### config.mk
export PLATFORM = sky130hd
export DESIGN_NAME = load_store_unit_flat
export DESIGN_NICKNAME = d
export VERILOG_FILES = /design/src/rtl/lsu_pkg.sv /design/src/rtl/lsu_if.sv /design/src/rtl/lsu_align.sv /design/src/rtl/load_store_unit.sv /design/src/flat_wrapper.sv
export SDC_FILE = /design/constraint.sdc
export NUM_CORES = 1
export LEC_CHECK = 0
export CAP_MARGIN = 40
export CORE_MARGIN = 4
export CORE_UTILIZATION = 53
export CTS_CLUSTER_DIAMETER = 150
export CTS_CLUSTER_SIZE = 20
export DETAILED_ROUTE_END_ITERATION = 16
export PLACE_DENSITY = 0.82
export SLEW_MARGIN = 10
export SYNTH_ARGS = -nofsm -noshare
export SYNTH_HDL_FRONTEND = slang
export SYNTH_SLANG_ARGS = --single-unit
export TNS_END_PERCENT = 1
### constraint.sdc
create_clock -name clk -period 11 [get_ports clk]
set_input_delay 2.75 -clock clk [delete_from_list [all_inputs] [get_ports clk]]
set_output_delay 2.75 -clock clk [all_outputs]
set_load 0.02 [all_outputs]
### src/rtl/lsu_pkg.sv
// Shared definitions for the load/store unit: funct3 encodings, FSM states,
// and small decode helpers used at request acceptance.
package lsu_pkg;

  localparam logic [2:0] F3_B  = 3'b000;
  localparam logic [2:0] F3_H  = 3'b001;
  localparam logic [2:0] F3_W  = 3'b010;
  localparam logic [2:0] F3_BU = 3'b100;
  localparam logic [2:0] F3_HU = 3'b101;

  // Byte-lane select width within a 32-bit word.
  localparam int LANE_W = 2;

  typedef enum logic [2:0] {
    S_IDLE,
    S_RD,
    S_WAIT,
    S_WR,
    S_DONE
  } lsu_state_t;

  // Unsigned-extension variants only make sense for loads.
  function automatic logic f3_legal(input logic write, input logic [2:0] f3);
    case (f3)
      F3_B, F3_H, F3_W: return 1'b1;
      F3_BU, F3_HU:     return !write;
      default:          return 1'b0;
    endcase
  endfunction

  function automatic logic f3_misaligned(input logic [2:0] f3, input logic [LANE_W-1:0] lane);
    case (f3)
      F3_H, F3_HU: return lane[0];
      F3_W:        return (lane != '0);
      default:     return 1'b0;
    endcase
  endfunction

endpackage

### src/rtl/lsu_if.sv
// Bundles for the load/store unit: request/response channel from the execute
// stage, and the word-wide data memory port.
interface lsu_req_if;
  logic        reqValid;
  logic        reqReady;
  logic        reqWrite;
  logic [2:0]  reqFunct3;
  logic [31:0] reqAddr;
  logic [31:0] reqData;
  logic        respValid;
  logic [31:0] respData;
  logic        respError;

  modport master (
    output reqValid, reqWrite, reqFunct3, reqAddr, reqData,
    input  reqReady, respValid, respData, respError
  );

  modport slave (
    input  reqValid, reqWrite, reqFunct3, reqAddr, reqData,
    output reqReady, respValid, respData, respError
  );
endinterface

interface lsu_mem_if;
  logic [31:0] memAddr;
  logic        memReadEnable;
  logic [31:0] memReadData;
  logic        memWriteEnable;
  logic [31:0] memWriteData;

  modport master (
    output memAddr, memReadEnable, memWriteEnable, memWriteData,
    input  memReadData
  );

  modport slave (
    input  memAddr, memReadEnable, memWriteEnable, memWriteData,
    output memReadData
  );
endinterface

### src/rtl/lsu_align.sv
// Combinational lane logic: extracts and extends a load value from a memory
// word, and merges sub-word store data into a word for read-modify-write.
module lsu_align
  import lsu_pkg::*;
(
  input  logic [31:0]       i_word,
  input  logic [LANE_W-1:0] i_lane,
  input  logic [2:0]        i_funct3,
  input  logic [31:0]       i_storeData,
  output logic [31:0]       o_loadData,
  output logic [31:0]       o_storeWord
);

  logic [4:0]         w_byteShift;
  logic signed [7:0]  w_byte;
  logic signed [15:0] w_half;
  logic signed [31:0] w_byteSext;
  logic signed [31:0] w_halfSext;

  // Little-endian: lane 0 is bits [7:0].
  assign w_byteShift = {i_lane, 3'b000};
  assign w_byte      = 8'(i_word >> w_byteShift);
  assign w_half      = i_lane[1] ? i_word[31:16] : i_word[15:0];
  assign w_byteSext  = w_byte;
  assign w_halfSext  = w_half;

  // Select and extend the addressed lane for loads.
  always_comb begin
    o_loadData = '0;
    case (i_funct3)
      F3_B:    o_loadData = w_byteSext;
      F3_BU:   o_loadData = {24'b0, w_byte};
      F3_H:    o_loadData = w_halfSext;
      F3_HU:   o_loadData = {16'b0, w_half};
      F3_W:    o_loadData = i_word;
      default: o_loadData = '0;
    endcase
  end

  // Replace only the addressed byte/half of the read word for sub-word stores.
  always_comb begin
    o_storeWord = i_storeData;
    case (i_funct3)
      F3_B:    o_storeWord = (i_word & ~(32'h0000_00FF << w_byteShift))
                           | ({24'b0, i_storeData[7:0]} << w_byteShift);
      F3_H:    o_storeWord = i_lane[1] ? {i_storeData[15:0], i_word[15:0]}
                                       : {i_word[31:16], i_storeData[15:0]};
      default: o_storeWord = i_storeData;
    endcase
  end

endmodule

### src/rtl/load_store_unit.sv
// Load/store unit: accepts one RV32I memory request at a time, sequences the
// word-wide memory port (with read-modify-write for SB/SH) and returns a
// single response. Illegal requests are answered without touching memory.
module load_store_unit
  import lsu_pkg::*;
#(
  parameter int MEM_BYTES = 4096
)
(
  input  logic      clk,
  input  logic      rst,
  lsu_req_if.slave  req,
  lsu_mem_if.master mem
);

  localparam logic [31:0] MEM_LIMIT = 32'(MEM_BYTES);

  lsu_state_t        r_state;
  logic              r_reqReady;
  logic              r_respValid;
  logic              r_respError;
  logic [31:0]       r_respData;
  logic [31:0]       r_memAddr;
  logic              r_memRe;
  logic              r_memWe;
  logic [31:0]       r_memWd;

  logic [LANE_W-1:0] r_lane;
  logic [2:0]        r_funct3;
  logic              r_write;
  logic [31:0]       r_data;
  logic [31:0]       r_word;

  logic              w_accept;
  logic              w_err;
  logic [31:0]       w_alignWord;
  logic [31:0]       w_loadData;
  logic [31:0]       w_storeWord;

  assign w_accept = (r_state == S_IDLE) && req.reqValid;
  assign w_err    = !f3_legal(req.reqWrite, req.reqFunct3)
                 || f3_misaligned(req.reqFunct3, req.reqAddr[LANE_W-1:0])
                 || (req.reqAddr >= MEM_LIMIT);

  // Read data is forwarded straight from memory in WAIT so the load result and
  // the merged store word can be registered on the WAIT exit edge.
  assign w_alignWord = (r_state == S_WAIT) ? mem.memReadData : r_word;

  lsu_align u_align (
    .i_word      (w_alignWord),
    .i_lane      (r_lane),
    .i_funct3    (r_funct3),
    .i_storeData (r_data),
    .o_loadData  (w_loadData),
    .o_storeWord (w_storeWord)
  );

  // Latch the request fields at acceptance; datapath only, no reset needed.
  always_ff @(posedge clk) begin
    if (w_accept) begin
      r_lane   <= req.reqAddr[LANE_W-1:0];
      r_funct3 <= req.reqFunct3;
      r_write  <= req.reqWrite;
      r_data   <= req.reqData;
    end
  end

  // Word register holds the memory read for the RMW path.
  always_ff @(posedge clk) begin
    if (r_state == S_WAIT) begin
      r_word <= mem.memReadData;
    end
  end

  // Main FSM with registered strobes and response outputs.
  always_ff @(posedge clk or posedge rst) begin
    if (rst) begin
      r_state     <= S_IDLE;
      r_reqReady  <= 1'b1;
      r_respValid <= 1'b0;
      r_respError <= 1'b0;
      r_respData  <= '0;
      r_memAddr   <= '0;
      r_memRe     <= 1'b0;
      r_memWe     <= 1'b0;
      r_memWd     <= '0;
    end else begin
      r_respValid <= 1'b0;
      r_memRe     <= 1'b0;
      r_memWe     <= 1'b0;
      case (r_state)
        S_IDLE: begin
          if (req.reqValid) begin
            r_reqReady <= 1'b0;
            r_respData <= '0;
            if (w_err) begin
              r_state     <= S_DONE;
              r_respValid <= 1'b1;
              r_respError <= 1'b1;
            end else begin
              r_respError <= 1'b0;
              r_memAddr   <= {req.reqAddr[31:2], 2'b00};
              if (req.reqWrite && (req.reqFunct3 == F3_W)) begin
                r_state <= S_WR;
                r_memWe <= 1'b1;
                r_memWd <= req.reqData;
              end else begin
                r_state <= S_RD;
                r_memRe <= 1'b1;
              end
            end
          end
        end
        S_RD: begin
          r_state <= S_WAIT;
        end
        S_WAIT: begin
          if (r_write) begin
            r_state <= S_WR;
            r_memWe <= 1'b1;
            r_memWd <= w_storeWord;
          end else begin
            r_state     <= S_DONE;
            r_respValid <= 1'b1;
            r_respData  <= w_loadData;
            r_memAddr   <= '0;
          end
        end
        S_WR: begin
          r_state     <= S_DONE;
          r_respValid <= 1'b1;
          r_memAddr   <= '0;
          r_memWd     <= '0;
        end
        S_DONE: begin
          r_state     <= S_IDLE;
          r_reqReady  <= 1'b1;
          r_respError <= 1'b0;
        end
        default: begin
          r_state    <= S_IDLE;
          r_reqReady <= 1'b1;
        end
      endcase
    end
  end

  assign req.reqReady       = r_reqReady;
  assign req.respValid      = r_respValid;
  assign req.respError      = r_respError;
  assign req.respData       = r_respData;
  assign mem.memAddr        = r_memAddr;
  assign mem.memReadEnable  = r_memRe;
  assign mem.memWriteEnable = r_memWe;
  assign mem.memWriteData   = r_memWd;

endmodule

### src/flat_wrapper.sv
// flat-port wrapper written by rule: the top's interface ports become plain ports
module load_store_unit_flat import lsu_pkg::*;
#(
  parameter int MEM_BYTES = 4096
)
  (clk, rst, req_reqValid, req_reqWrite, req_reqFunct3, req_reqAddr, req_reqData, req_reqReady, req_respValid, req_respData, req_respError, mem_memAddr, mem_memReadEnable, mem_memWriteEnable, mem_memWriteData, mem_memReadData);
  lsu_req_if req_i ();
  lsu_mem_if mem_i ();
  input  logic clk;
  input  logic rst;
  input wire logic [$bits(req_i.reqValid)-1:0] req_reqValid;
  input wire logic [$bits(req_i.reqWrite)-1:0] req_reqWrite;
  input wire logic [$bits(req_i.reqFunct3)-1:0] req_reqFunct3;
  input wire logic [$bits(req_i.reqAddr)-1:0] req_reqAddr;
  input wire logic [$bits(req_i.reqData)-1:0] req_reqData;
  output wire logic [$bits(req_i.reqReady)-1:0] req_reqReady;
  output wire logic [$bits(req_i.respValid)-1:0] req_respValid;
  output wire logic [$bits(req_i.respData)-1:0] req_respData;
  output wire logic [$bits(req_i.respError)-1:0] req_respError;
  output wire logic [$bits(mem_i.memAddr)-1:0] mem_memAddr;
  output wire logic [$bits(mem_i.memReadEnable)-1:0] mem_memReadEnable;
  output wire logic [$bits(mem_i.memWriteEnable)-1:0] mem_memWriteEnable;
  output wire logic [$bits(mem_i.memWriteData)-1:0] mem_memWriteData;
  input wire logic [$bits(mem_i.memReadData)-1:0] mem_memReadData;
  assign req_i.reqValid = req_reqValid;
  assign req_i.reqWrite = req_reqWrite;
  assign req_i.reqFunct3 = req_reqFunct3;
  assign req_i.reqAddr = req_reqAddr;
  assign req_i.reqData = req_reqData;
  assign req_reqReady = req_i.reqReady;
  assign req_respValid = req_i.respValid;
  assign req_respData = req_i.respData;
  assign req_respError = req_i.respError;
  assign mem_memAddr = mem_i.memAddr;
  assign mem_memReadEnable = mem_i.memReadEnable;
  assign mem_memWriteEnable = mem_i.memWriteEnable;
  assign mem_memWriteData = mem_i.memWriteData;
  assign mem_i.memReadData = mem_memReadData;
  load_store_unit #(.MEM_BYTES(MEM_BYTES)) u_core (.clk(clk), .rst(rst), .req(req_i), .mem(mem_i));
endmodule
# Word-level counts from Yosys, hierarchy flattened
# Cells that the tools add are included.
dict set report word_totals {
  reg_bits 174
  input_bits 103
  output_inout_bits 101
  word_cells 102
}
dict set report classes {
  order_cmp 1
  eq_ne 17
  shifts 3
  n_mux 41
  bitwise 4
  reduce_logical 22
}
# operator count
set op_table {}
lappend op_table {{$mux W32} 11}
lappend op_table {{$pmux W32 S3} 2}
lappend op_table {{$pmux W32 S5} 1}
lappend op_table {{$pmux W32 S2} 2}
lappend op_table {{$and A32 B32 Y32} 1}
lappend op_table {{$ge A32 B13 Y1 const B} 1}
lappend op_table {{$not A32 Y32} 1}
lappend op_table {{$or A32 B32 Y32} 1}
lappend op_table {{$shl A8 B5 Y32} 1}
lappend op_table {{$shl A8 B5 Y32 const A} 1}
lappend op_table {{$shr A32 B5 Y8} 1}
lappend op_table {{$mux W16} 1}
lappend op_table {{$eq A3 B3 Y1 const B} 5}
lappend op_table {{$mux W1} 13}
lappend op_table {{$eq A3 B2 Y1 const B} 4}
lappend op_table {{$pmux W3 S4} 1}
lappend op_table {{$pmux W1 S2} 5}
lappend op_table {{$eq A3 B1 Y1 const B} 3}
lappend op_table {{$logic_not A3 Y1} 3}
lappend op_table {{$mux W3} 3}
lappend op_table {{$ne A2 B2 Y1 const B} 4}
lappend op_table {{$reduce_bool A2 Y1} 3}
lappend op_table {{$reduce_or A3 Y1} 2}
lappend op_table {{$reduce_and A5 Y1} 1}
lappend op_table {{12 further kinds} 17}

# Logic depth before layout (Yosys ltp)
# Gate-level depths: netlist of run 1.
dict set report depth {
  depth_word 9
  mapped_depth 10
}

# Hierarchy
# A second synthesis of run 1 with hierarchy kept.
dict set report hier_totals {
  hier_cells 869
  hier_area_um2 8879.8
}
# mod n_inst cells_per_inst area_each_um2
set by_module_without_submodules {}
lappend by_module_without_submodules {load_store_unit 1 656 7388.3}
lappend by_module_without_submodules {lsu_align 1 213 1491.4}

# Worst setup path after synthesis of run 1
# OpenSTA, ideal clock, no wires.
dict set report synth_timing {
  kind {in2reg}
  from {input port req_reqAddr[30]}
  to {register u_core.r_memAddr[10] (netlist: u_core.mem.memAddr[10])}
  arrival_time_ps 4130
  required_time_ps 10869
  setup_slack_ps 6739
  path_stages 6
  n_path_buf 1
  cell_sequence {nor4_1 > nand4_1 > a211oi_1 > o31ai_1 > buf_2 > mux2i_1}
}
dict set report synth_between {
  elab_chain_len 4
}
# item line_no
set synth_rtl {}
lappend synth_rtl {{start: declaration} flat_wrapper.sv:14} ;# input wire logic [$bits(req_i.reqAddr)-1:0] req_reqAddr;
lappend synth_rtl {{$ge A32 B13 Y1} load_store_unit.sv:43} ;# || (req.reqAddr >= MEM_LIMIT);
lappend synth_rtl {{$logic_or A1 B1 Y1} load_store_unit.sv:43}
lappend synth_rtl {{$ne A2 B2 Y1 (no source line)} -}
lappend synth_rtl {{$reduce_and A4 Y1 (no source line)} -}
lappend synth_rtl {{end signal: assignment} load_store_unit.sv:102} ;# r_memAddr <= {req.reqAddr[31:2], 2'b00};
lappend synth_rtl {{end: declaration} load_store_unit.sv:23} ;# logic [31:0] r_memAddr;
# Every way passes these cells.
# A chain may end at the register's enable or synchronous reset.

# Worst setup path in the final report of run 1
dict set report layout_timing {
  from {input port mem_memReadData[31]}
  to {register u_core.r_respData[21] (netlist: u_core.req.respData[21])}
}
dict set report layout_between {
  elab_chain_len 5
  elab_cells_between_ends 6
  cone_classes {shift (1); mux (5)}
}
# item line_no
set layout_rtl {}
lappend layout_rtl {{start: declaration} flat_wrapper.sv:24} ;# input wire logic [$bits(mem_i.memReadData)-1:0] mem_memReadData;
lappend layout_rtl {{$mux W32 *} load_store_unit.sv:47} ;# assign w_alignWord = (r_state == S_WAIT) ? mem.memReadData : r_word;
lappend layout_rtl {{$shr A32 B5 Y8 / $mux W16 (equally long branches)} {lsu_align.sv:22, lsu_align.sv:23}}
lappend layout_rtl {{$pmux W32 S5 *} lsu_align.sv:30} ;# case (i_funct3)
lappend layout_rtl {{$mux W32 *} load_store_unit.sv:118} ;# if (r_write) begin
lappend layout_rtl {{$pmux W32 S2 *} load_store_unit.sv:91} ;# case (r_state)
lappend layout_rtl {{end signal: assignment} load_store_unit.sv:125} ;# r_respData <= w_loadData;
lappend layout_rtl {{end: declaration} load_store_unit.sv:22} ;# logic [31:0] r_respData;
# Mark *: on every way between the ends. The rest lies on a longest branch, timed or not. The select of a mux whose other input is x is not followed.

==> results of run 1 <==
## cell usage in the layout, fill, tap and decap left out, types with 8 or more instances in the layout
cell / synthesis / layout
edfxtp_1: 38 / 38
a21oi_1: 10 / 9
nor2_1: 16 / 16
nand3_1: 9 / 9
o21ai_0: 31 / 31
and2_1: 21 / 21
mux2i_1: 37 / 37
a221o_1: 22 / 22
dfrtp_1: 101 / 101
dfxtp_1: 32 / 32
a32oi_1: 9 / 9
a22oi_1: 32 / 32
buf_4: 6 / 8
clkbuf_16: 0 / 19
nand2_1: 68 / 68
mux2_2: 66 / 66
clkdlybuf4s50_1: 0 / 201
nor4_1: 9 / 9
a222oi_1: 10 / 10
inv_1: 33 / 32
## synthesized netlist by cell type, drive strengths merged (2+ instances only)
| library cell | number | share of area (%) |
|---|---|---|
| o2bb2ai | 2 | 0.23 |
| or3b | 2 | 0.23 |
| nand2b | 5 | 0.40 |
| a22o | 2 | 0.23 |
| inv | 34 | 1.6 |
| or3 | 2 | 0.16 |
| nor2b | 6 | 0.49 |
| mux4 | 2 | 0.58 |
| edfxtp | 38 | 15 |
| a32oi | 9 | 1.0 |
| nor4 | 9 | 0.73 |
| nor3 | 6 | 0.45 |
| a222oi | 10 | 1.3 |
| a221o | 22 | 2.8 |
| and3 | 3 | 0.24 |
| a22oi | 32 | 3.1 |
| nand2 | 69 | 3.4 |
| o21ai | 33 | 2.2 |
| buf | 21 | 2.0 |
| dfxtp | 32 | 8.3 |
| a21oi | 10 | 0.65 |
| mux2i | 37 | 4.8 |
| dfrtp | 101 | 33 |
| a211oi | 2 | 0.19 |
| mux2 | 69 | 10 |
| nor2 | 16 | 0.78 |
| nand4 | 2 | 0.16 |
| nand3 | 10 | 0.71 |
| and2 | 21 | 1.7 |
| o22ai | 7 | 0.57 |
| a221oi | 4 | 0.45 |
| nor3b | 4 | 0.60 |
| clkbuf | 25 | 1.2 |
| o31ai | 3 | 0.29 |
## final timing paths
| path | cells after the start | slack, ns | end | from |
|---|---|---|---|---|
| max in group asynchronous | 3 | 7.07 | u_core.mem.memAddr[10] | rst |
| worst min register to register | 2 | 0.47 | u_core.req.respData[5] | u_core.req.respData[5] |
| worst max register to register | 6 | 8.05 | u_core.req.respData[14] | u_core.r_state[1] |
| min in group asynchronous | 2 | 2.73 | u_core.req.respData[0] | rst |
| worst max-delay path | 6 | 6.35 | u_core.req.respData[21] | mem_memReadData[31] |
| worst min-delay path | 2 | 0.47 | u_core.req.respData[5] | u_core.req.respData[5] |
## flip-flops by register name, summed over array words and instances (netlist names), 2 cells and up
name,cells
u_core.mem.memWriteData,32
u_core.r_data,32
u_core.r_word,32
u_core.req.respData,32
u_core.mem.memAddr,30
u_core.r_funct3,3
u_core.r_state,3
u_core.r_lane,2
## layout make-up
cell class                      instances  share of cell area, %
Timing Repair Buffer                  212                   20.0
Sequential cell                       172                   41.4
Clock buffer                           21                   4.62
Clock inverter                         11                   1.23
Tap cell                              180                   2.15
Inverter                               34                   1.24
Multi-Input combinational cell        406                   29.3
## layer usage
| layer | routed length, um | vias to the layer above |
|---|---|---|
| met2 | 11400 | 443 |
| met4 | 792 | 0 |
| met5 | 0 | - |
| met3 | 2600 | 58 |
| met1 | 8880 | 3165 |
| li1 | - | 2790 |
## power breakdown
group,switching (mW),internal [mW]
combinational,0.0612,0.0598
sequential,0.0137,0.668
clock,0.252,0.364
total,0.327,1.09
## cells by family after synthesis
group,Yosys count
AOI/OAI and AO/OA,138
other,1
and+or+nand+nor,158
muxes,108
DFF,172
buffers and inverters,80
## through the flow
stage          hold slack, ns  worst slack, ns  area [um2]
2_1_floorplan           0.425             5.58        7740
3_3_place_gp            0.443             5.81        9830
3_5_place_dp            0.457             5.69        9840
4_1_cts                 0.472             6.14       10500
5_1_grt                 0.487             6.27       10500
6_report                0.473             6.35       10500
## worst register-to-register path, cell delays in order, from the launching register on
cell,delay [ns]
dfrtp_1,0.60
or3b_2,0.48
buf_4,0.39
nor3b_2,0.86
buf_4,0.34
a22oi_1,0.10
nand3_1,0.10
==> impl_metrics.json, run 1 <==
{
  "cts-buffers-inserted": 17,
  "die_h_um": 129,
  "cts_sinks": 172,
  "use_met3_pct": 8.01,
  "area.growth.synth_to_final_pct": 35.2,
  "gp_routability_congestion": 0.898,
  "track_usage_pct": 28.4,
  "ys_ff_latch": 172,
  "critPathArrivalTime_ns": 5.01,
  "die-area_um2": 16600,
  "slowest_delay_ns": 0.67,
  "synth_edf_count": 38,
  "finalSetupTns_ns": 0,
  "busiest_layer": "met2",
  "critPathMaxFanout": 16,
  "nets": 946,
  "yosys_warnings": 0,
  "yosys.area_share.adder_pct": 0,
  "maxCapViolations": 0,
  "synthMuxAreaShare_pct": 15.4,
  "wirelength_mm": 23.6,
  "crit_family": "simple AND/OR/NAND/NOR gates",
  "num_rows": 43,
  "cts_tree": "built",
  "fin_cells": 1036,
  "portBuffers": 201,
  "fillers": 962,
  "power.total_mw": 1.42,
  "syn-cell-area_um2": 7740,
  "hp-class": "reg2reg",
  "period_needed_ns": 4.65,
  "skew_ns": 0.00986,
  "crit_path_end_kind": "register",
  "rsz0062_at_grt": "false",
  "synthArstFlopShare_pct": 59.3,
  "vias_per_cell": 6.23,
  "drtAntennaViolNets": 0,
  "ys.flop_type": "dfrtp_1",
  "grt_use_met2_pct": 46.1,
  "seq_area_um2": 4340,
  "cts_hold_buf": 0,
  "cts_buffer_depth": 2,
  "critPathKind": "in2reg",
  "crit_path_top_delay_cell": "clkdlybuf4s50_1",
  "cts_root_buffer": "clkbuf_16",
  "ioPinCount": 204,
  "synthXorXnorAreaFrac_pct": 0,
  "finalMaxSlewViolations": 0,
  "start_kind": "primary input",
  "slew-limit-headroom_pct": 36.9,
  "grt_max_degree": 70,
  "seq_area_frac_synth_pct": 56.0,
  "path_clk_slew_ns": 0.07,
  "drt_iter0_drc": 721,
  "worstPathRequired_ns": 11.36,
  "cts_setup_buffers": 0,
  "fin_util_pct": 74.2,
  "clk_latency_ns": 0.43,
  "tightestPinTransition_ns": 0.944,
  "synthesis.instances": 657,
  "multi_input_area_um2": 3060,
  "avgSynthCellArea_um2": 11.8,
  "cp_cell_sequence": "clkdlybuf4s50_1, mux2i_1, mux4_2, or3b_1, nand2_4, a221o_1",
  "leakage_nw": 4.69,
  "cts_resized": 0,
  "drive_gt1_share_pct": 14.5,
  "grt_antenna_before_repair": 0,
  "status": "finished clean",
  "vdd_drop_max_mv": 0.114,
  "initial_core_util_pct": 54.9,
  "grt_overflow": 0,
  "drtPass1Iterations": 7,
  "grt_pass1_wl_mm": 36.0,
  "antenna_cells": 0,
  "synth_simple_gate_area_share_pct": 10.4,
  "core_area_um2": 14100,
  "vias": 6456,
  "clock.fmax_mhz": 215,
  "grt_pass1_vias": 6578,
  "drc": 0,
  "period_share_pct": 42.3,
  "wire_per_inst_um": 22.8,
  "hpwl_mm": 16.5,
  "power.density_nw_per_um2": 136,
  "finalHoldViolations": 0,
  "synth-compound-area-share_pct": 13.2,
  "htreeDepth": 4,
  "setup_viol": 0,
  "synth_top_family_by_area": "multiplexers",
  "die_w_um": 129,
  "synth.distinct_cells": 54,
  "cp_num_buf_inv": 1,
  "dp.cells": 1002,
  "met1_usage_pct": 36.2
}
Note: power is estimated with default switching activity, not from simulation.
==> run 2: changes to the inputs <==
Settings changed: CORE_UTILIZATION 53 to 44, PLACE_DENSITY 0.82 to 0.72.
Clock period 11 ns to 3.9 ns, I/O delays scaled along.
==> run 2 against run 1 <==
Compared with the run above: register-to-register slack got worse by 7.0 ns; sequential cell count did not move; via count fell by 1.6%; combinational power rose to 2.9 times the previous value; die area rose by 19%; sequential power rose to 2.8 times the previous value; critical path type is now reg2reg; worst setup slack got worse by 5.3 ns; highest routed layer is now met5; largest power group unchanged; non-clock buffer count rose by 5; hold slack improved by 0.0017 ns.
==> impl_metrics.json, run 2 (synthesis results as in run 1) <==
{
  "status": "finished clean",
  "area.growth.synth_to_final_pct": 36.5,
  "drtPass1Iterations": 9,
  "drive_gt1_share_pct": 14.9,
  "vias_per_cell": 5.85,
  "die-area_um2": 19800,
  "vdd_drop_max_mv": 0.323,
  "grt_pass1_wl_mm": 35.9,
  "antenna_cells": 0,
  "drt_iter0_drc": 624,
  "tightestPinTransition_ns": 0.766,
  "crit_path_end_kind": "register",
  "p_clk_share_pct": 42.9,
  "critPathKind": "reg2reg",
  "finalMaxSlewViolations": 0,
  "pwr-share-comb_pct": 8.8,
  "cts_hold_buf": 0,
  "grt_overflow": 0,
  "portBuffers": 201,
  "die_h_um": 141,
  "wire_per_inst_um": 21.5,
  "die_w_um": 141,
  "sw_frac_of_total_pct": 22.9,
  "finalHoldViolations": 0,
  "fin_util_pct": 61.1,
  "initial_core_util_pct": 44.7,
  "p_switching_mw": 0.911,
  "cts_sinks": 172,
  "wirelength_mm": 23.3,
  "whs_ns": 0.475,
  "cp_cell_sequence": "or3b_2, buf_4, mux4_2, nand3_2, nand2_4, a221o_1",
  "clk_latency_ns": 0.43,
  "cts_resized": 0,
  "worstPathRequired_ns": 4.21,
  "rsz0062_at_grt": "false",
  "maxCapViolations": 0,
  "skew_ns": 0.00791,
  "final_cell_mix": "clkdlybuf4s50_1, dfrtp_1, nand2_1",
  "num_rows": 48,
  "cts_root_buffer": "clkbuf_16",
  "hp-class": "reg2reg",
  "drtAntennaViolNets": 0,
  "slowest_delay_ns": 0.76,
  "ioPinCount": 204,
  "cts_setup_buffers": 0,
  "slew-limit-headroom_pct": 48.8,
  "power.density_nw_per_um2": 376,
  "final_common_cell": "clkdlybuf4s50_1",
  "grt_max_degree": 59,
  "critPathMaxFanout": 24,
  "power.share.sequential_pct": 48.3,
  "gp_routability_congestion": 0.869,
  "vias": 6352,
  "leakage_nw": 4.72,
  "p_int_mw": 3.06,
  "nets": 951,
  "cts_tree": "built",
  "setup_viol": 0,
  "cts_buffer_depth": 2,
  "clock.fmax_mhz": 353,
  "cts-buffers-inserted": 17,
  "core_area_um2": 17300,
  "grt_antenna_before_repair": 1,
  "htreeDepth": 4,
  "cp_num_buf_inv": 1,
  "grt_pass1_vias": 6417,
  "period_share_pct": 72.7,
  "hpwl_mm": 17.1,
  "crit_family": "simple AND/OR/NAND/NOR gates",
  "start_kind": "register",
  "track_usage_pct": 23.3,
  "drc": 0,
  "critPathArrivalTime_ns": 3.14,
  "finalSetupTns_ns": 0,
  "path_clk_slew_ns": 0.06,
  "period_needed_ns": 2.83,
  "crit_path_top_delay_cell": "or3b_2"
}
[run 2: changes by cell type in the layout (fill, tap and decap cells not counted)]
cell	delta
clkinv_4	-3
buf_12	+1
clkbuf_1	+1
buf_6	+1
bufinv_16	-2
clkbuf_8	+2
buf_4	+5
buf_8	-1
clkbuf_16	+2
buf_2	-1
[run 2: area by class of cell]
cell class,instances,area (um2)
flip-flops and latches,172,4340
multi-input cells,406,3060
clock buffers,26,564
fillers,1387,6730
repair buffers,217,2150
clock inverters,6,42.5
well taps,225,282
inverters,34,130
[run 2: path summary, 6_finish.rpt]
check	startpoint	endpoint	slack, ns	depth (start not counted)
worst min-delay path	u_core.req.respData[2]	u_core.req.respData[2]	0.47	2
worst min register to register	u_core.req.respData[2]	u_core.req.respData[2]	0.47	2
max in group asynchronous	rst	u_core.req.reqReady	2.18	3
worst max-delay path	u_core.r_state[1]	u_core.req.respData[19]	1.07	6
min in group asynchronous	rst	u_core.req.respData[1]	0.97	2
worst max register to register	u_core.r_state[1]	u_core.req.respData[19]	1.07	6
[run 2: per-layer routing]
| metal | track usage (%) | wire length (um) | vias to the layer above | part of all wire [%] |
|---|---|---|---|---|
| li1 | - | - | 2800 | - |
| met1 | 29.8 | 9090 | 3085 | 39 |
| met2 | 36.5 | 10800 | 404 | 46 |
| met3 | 8.72 | 2650 | 61 | 11 |
| met4 | 8.57 | 778 | 2 | 3.3 |
| met5 | 0 | 13 | - | 0.056 |
[run 2: metrics by stage]
stage	total power, mW	instances	cell area [um2]	worst slack (ns)
floorplan	2.09	658	7740	0.251
global placement	2.28	1052	9940	0.759
detailed placement	2.30	1054	9960	0.672
CTS	3.99	1086	10600	1.07
global route	4.09	1086	10600	0.918
finish	3.97	1086	10600	1.07
[run 2: power groups by stage]
stage	combinational (mW)	sequential (mW)	clock, mW
detailed placement	0.345	1.95	0
finish	0.348	1.92	1.71
global placement	0.336	1.95	0
floorplan	0.155	1.94	0
CTS	0.347	1.92	1.73
global route	0.374	1.92	1.80
[run 2: worst reg2reg max path, cell delays in order, from the launching register on]
cell and delay, ns:
dfrtp_1 0.60, or3b_2 0.76, buf_4 0.32, mux4_2 0.47
nand3_2 0.12, nand2_4 0.13, a221o_1 0.31
==> run 3: changes to the inputs <==
Clock period 3.9 ns to 2.3 ns, I/O delays scaled along.
==> run 3 against run 2 <==
Compared with the run above: register-to-register slack lost 0.99 ns; clock skew rose by 0.0024 ns; sequential cell count unchanged; critical path depth stayed put; combinational power increased by 92%; cell area increased by 4.1%; global-route usage is 1.0 points higher; final cell count is 5.1% higher; critical endpoint is now u_core.mem.memWriteData[17]; critical path type unchanged; fmax grew 27%; worst setup slack got worse by 0.99 ns; utilization up 2.5 points; hold slack got worse by 0.0029 ns.
==> impl_metrics.json, run 3 (synthesis results as in run 1) <==
{
  "status": "finished clean",
  "grt_pass1_vias": 6744,
  "wire_per_inst_um": 21.1,
  "dp.cells": 1109,
  "grt_antenna_before_repair": 0,
  "drt_iter0_drc": 560,
  "drc": 0,
  "fillers": 1342,
  "setup_viol": 0,
  "rsz0062_at_grt": "true",
  "htreeDepth": 4,
  "hpwl_mm": 17.7,
  "critPathKind": "reg2reg",
  "num_rows": 48,
  "worstPathRequired_ns": 2.62,
  "core_area_um2": 17300,
  "ioPinCount": 204,
  "slew-limit-headroom_pct": 60.6,
  "cts_setup_buffers": 0,
  "cts_tree": "built",
  "start_kind": "register",
  "period_needed_ns": 2.23,
  "vias": 6393,
  "finalHoldViolations": 0,
  "gp_routability_congestion": 0.931,
  "skew_ns": 0.0103,
  "grt_max_degree": 103,
  "initial_core_util_pct": 44.7,
  "die_w_um": 141,
  "grt_overflow": 0,
  "clock.fmax_mhz": 449,
  "final_cell_mix": "clkdlybuf4s50_1, dfrtp_1, nand2_1",
  "cts_root_buffer": "clkbuf_16",
  "vias_per_cell": 5.60,
  "maxCapViolations": 0,
  "final_common_cell": "clkdlybuf4s50_1",
  "period_share_pct": 96.8,
  "clk_latency_ns": 0.43,
  "track_usage_pct": 24.3,
  "crit_path_end_kind": "register",
  "power.total_mw": 6.54,
  "critPathArrivalTime_ns": 2.54,
  "die-area_um2": 19800,
  "portBuffers": 201,
  "path_clk_slew_ns": 0.07,
  "critPathMaxFanout": 11,
  "cts_hold_buf": 0,
  "pre_cts_ws_ns": -0.308,
  "area.growth.synth_to_final_pct": 42.1,
  "cts-buffers-inserted": 17,
  "drtPass1Iterations": 7,
  "power.density_nw_per_um2": 594,
  "finalMaxSlewViolations": 0,
  "drive_gt1_share_pct": 20.3,
  "die_h_um": 141,
  "fin_cells": 1141,
  "leakage_nw": 4.99,
  "drtAntennaViolNets": 0,
  "cts_buffer_depth": 2,
  "timing.final.ws_setup_ns": 0.0728,
  "tightestPinTransition_ns": 0.591,
  "wirelength_mm": 24.0,
  "vdd_drop_max_mv": 0.526,
  "nets": 1006,
  "finalSetupTns_ns": 0,
  "antenna_cells": 0,
  "cts_sinks": 172,
  "hp-class": "reg2reg",
  "grt_pass1_wl_mm": 37.5
}
==> run 3: worst paths after layout <==
check | from | to | slack, ns | cells past startpoint
setup / recovery | u_core.r_lane[0] | u_core.mem.memWriteData[17] | 0.07 | 6
min in group asynchronous | rst | u_core.mem.memWriteData[0] | 0.62 | 3
max in group asynchronous | rst | u_core.mem.memWriteData[13] | 1.19 | 3
hold reg to reg | u_core.r_word[31] | u_core.r_word[31] | 0.47 | 2
setup reg to reg | u_core.r_lane[0] | u_core.mem.memWriteData[17] | 0.07 | 6
hold / removal | u_core.r_word[31] | u_core.r_word[31] | 0.47 | 2
==> run 3: where the power goes <==
part / switching [mW] / internal, mW / leakage (nW)
clock: 1.23 / 1.40 / 0.266
sequential: 0.0514 / 3.19 / 2.00
combinational: 0.322 / 0.344 / 2.73
==> run 3: what timing repair did <==
| item | in CTS | in global routing |
|---|---|---|
| endpoints found under the hold margin | 0 | 0 |
| setup endpoints to repair | 10 | 26 |
| gates resized for setup | 1 | 9 |
| pin swaps | 0 | 4 |
==> run 3: worst max-delay path: stages, from the launching register on <==
cell and delay [ns]:
edfxtp_1 0.60, nor2b_1 0.22, buf_4 0.20, mux2_2 0.34, a222oi_1 0.34, o21ai_1 0.13, mux2_2 0.28
==> run 3: per-layer routing <==
layer | GRT usage, % | part of all wire, %
met1 | 31.3 | 41
met2 | 38.9 | 47
met3 | 8.01 | 9.5
met4 | 8.36 | 3.1
met5 | 0 | 0
==> run 3: cell type report <==
type / count / area (um2) / area share (%)
clock inverter: 12 / 88.8 / 0.808
sequential: 172 / 4340 / 39.4
timing repair buffer: 272 / 2640 / 24.0
tap: 225 / 282 / 2.56
multi-input combinational: 406 / 3080 / 28.0
inverter: 34 / 131 / 1.19
clock buffer: 20 / 437 / 3.97
==> run 3: metrics by stage <==
| step | cell area [um2] | hold slack [ns] | utilization, % |
|---|---|---|---|
| final | 11000 | 0.472 | 63.6 |
| after global placement | 10400 | 0.449 | 60.2 |
| after global routing | 11000 | 0.478 | 63.6 |
| after CTS | 11000 | 0.467 | 63.5 |
| after floorplan | 7750 | 0.425 | - |
| after detailed placement | 10400 | 0.457 | 60.4 |
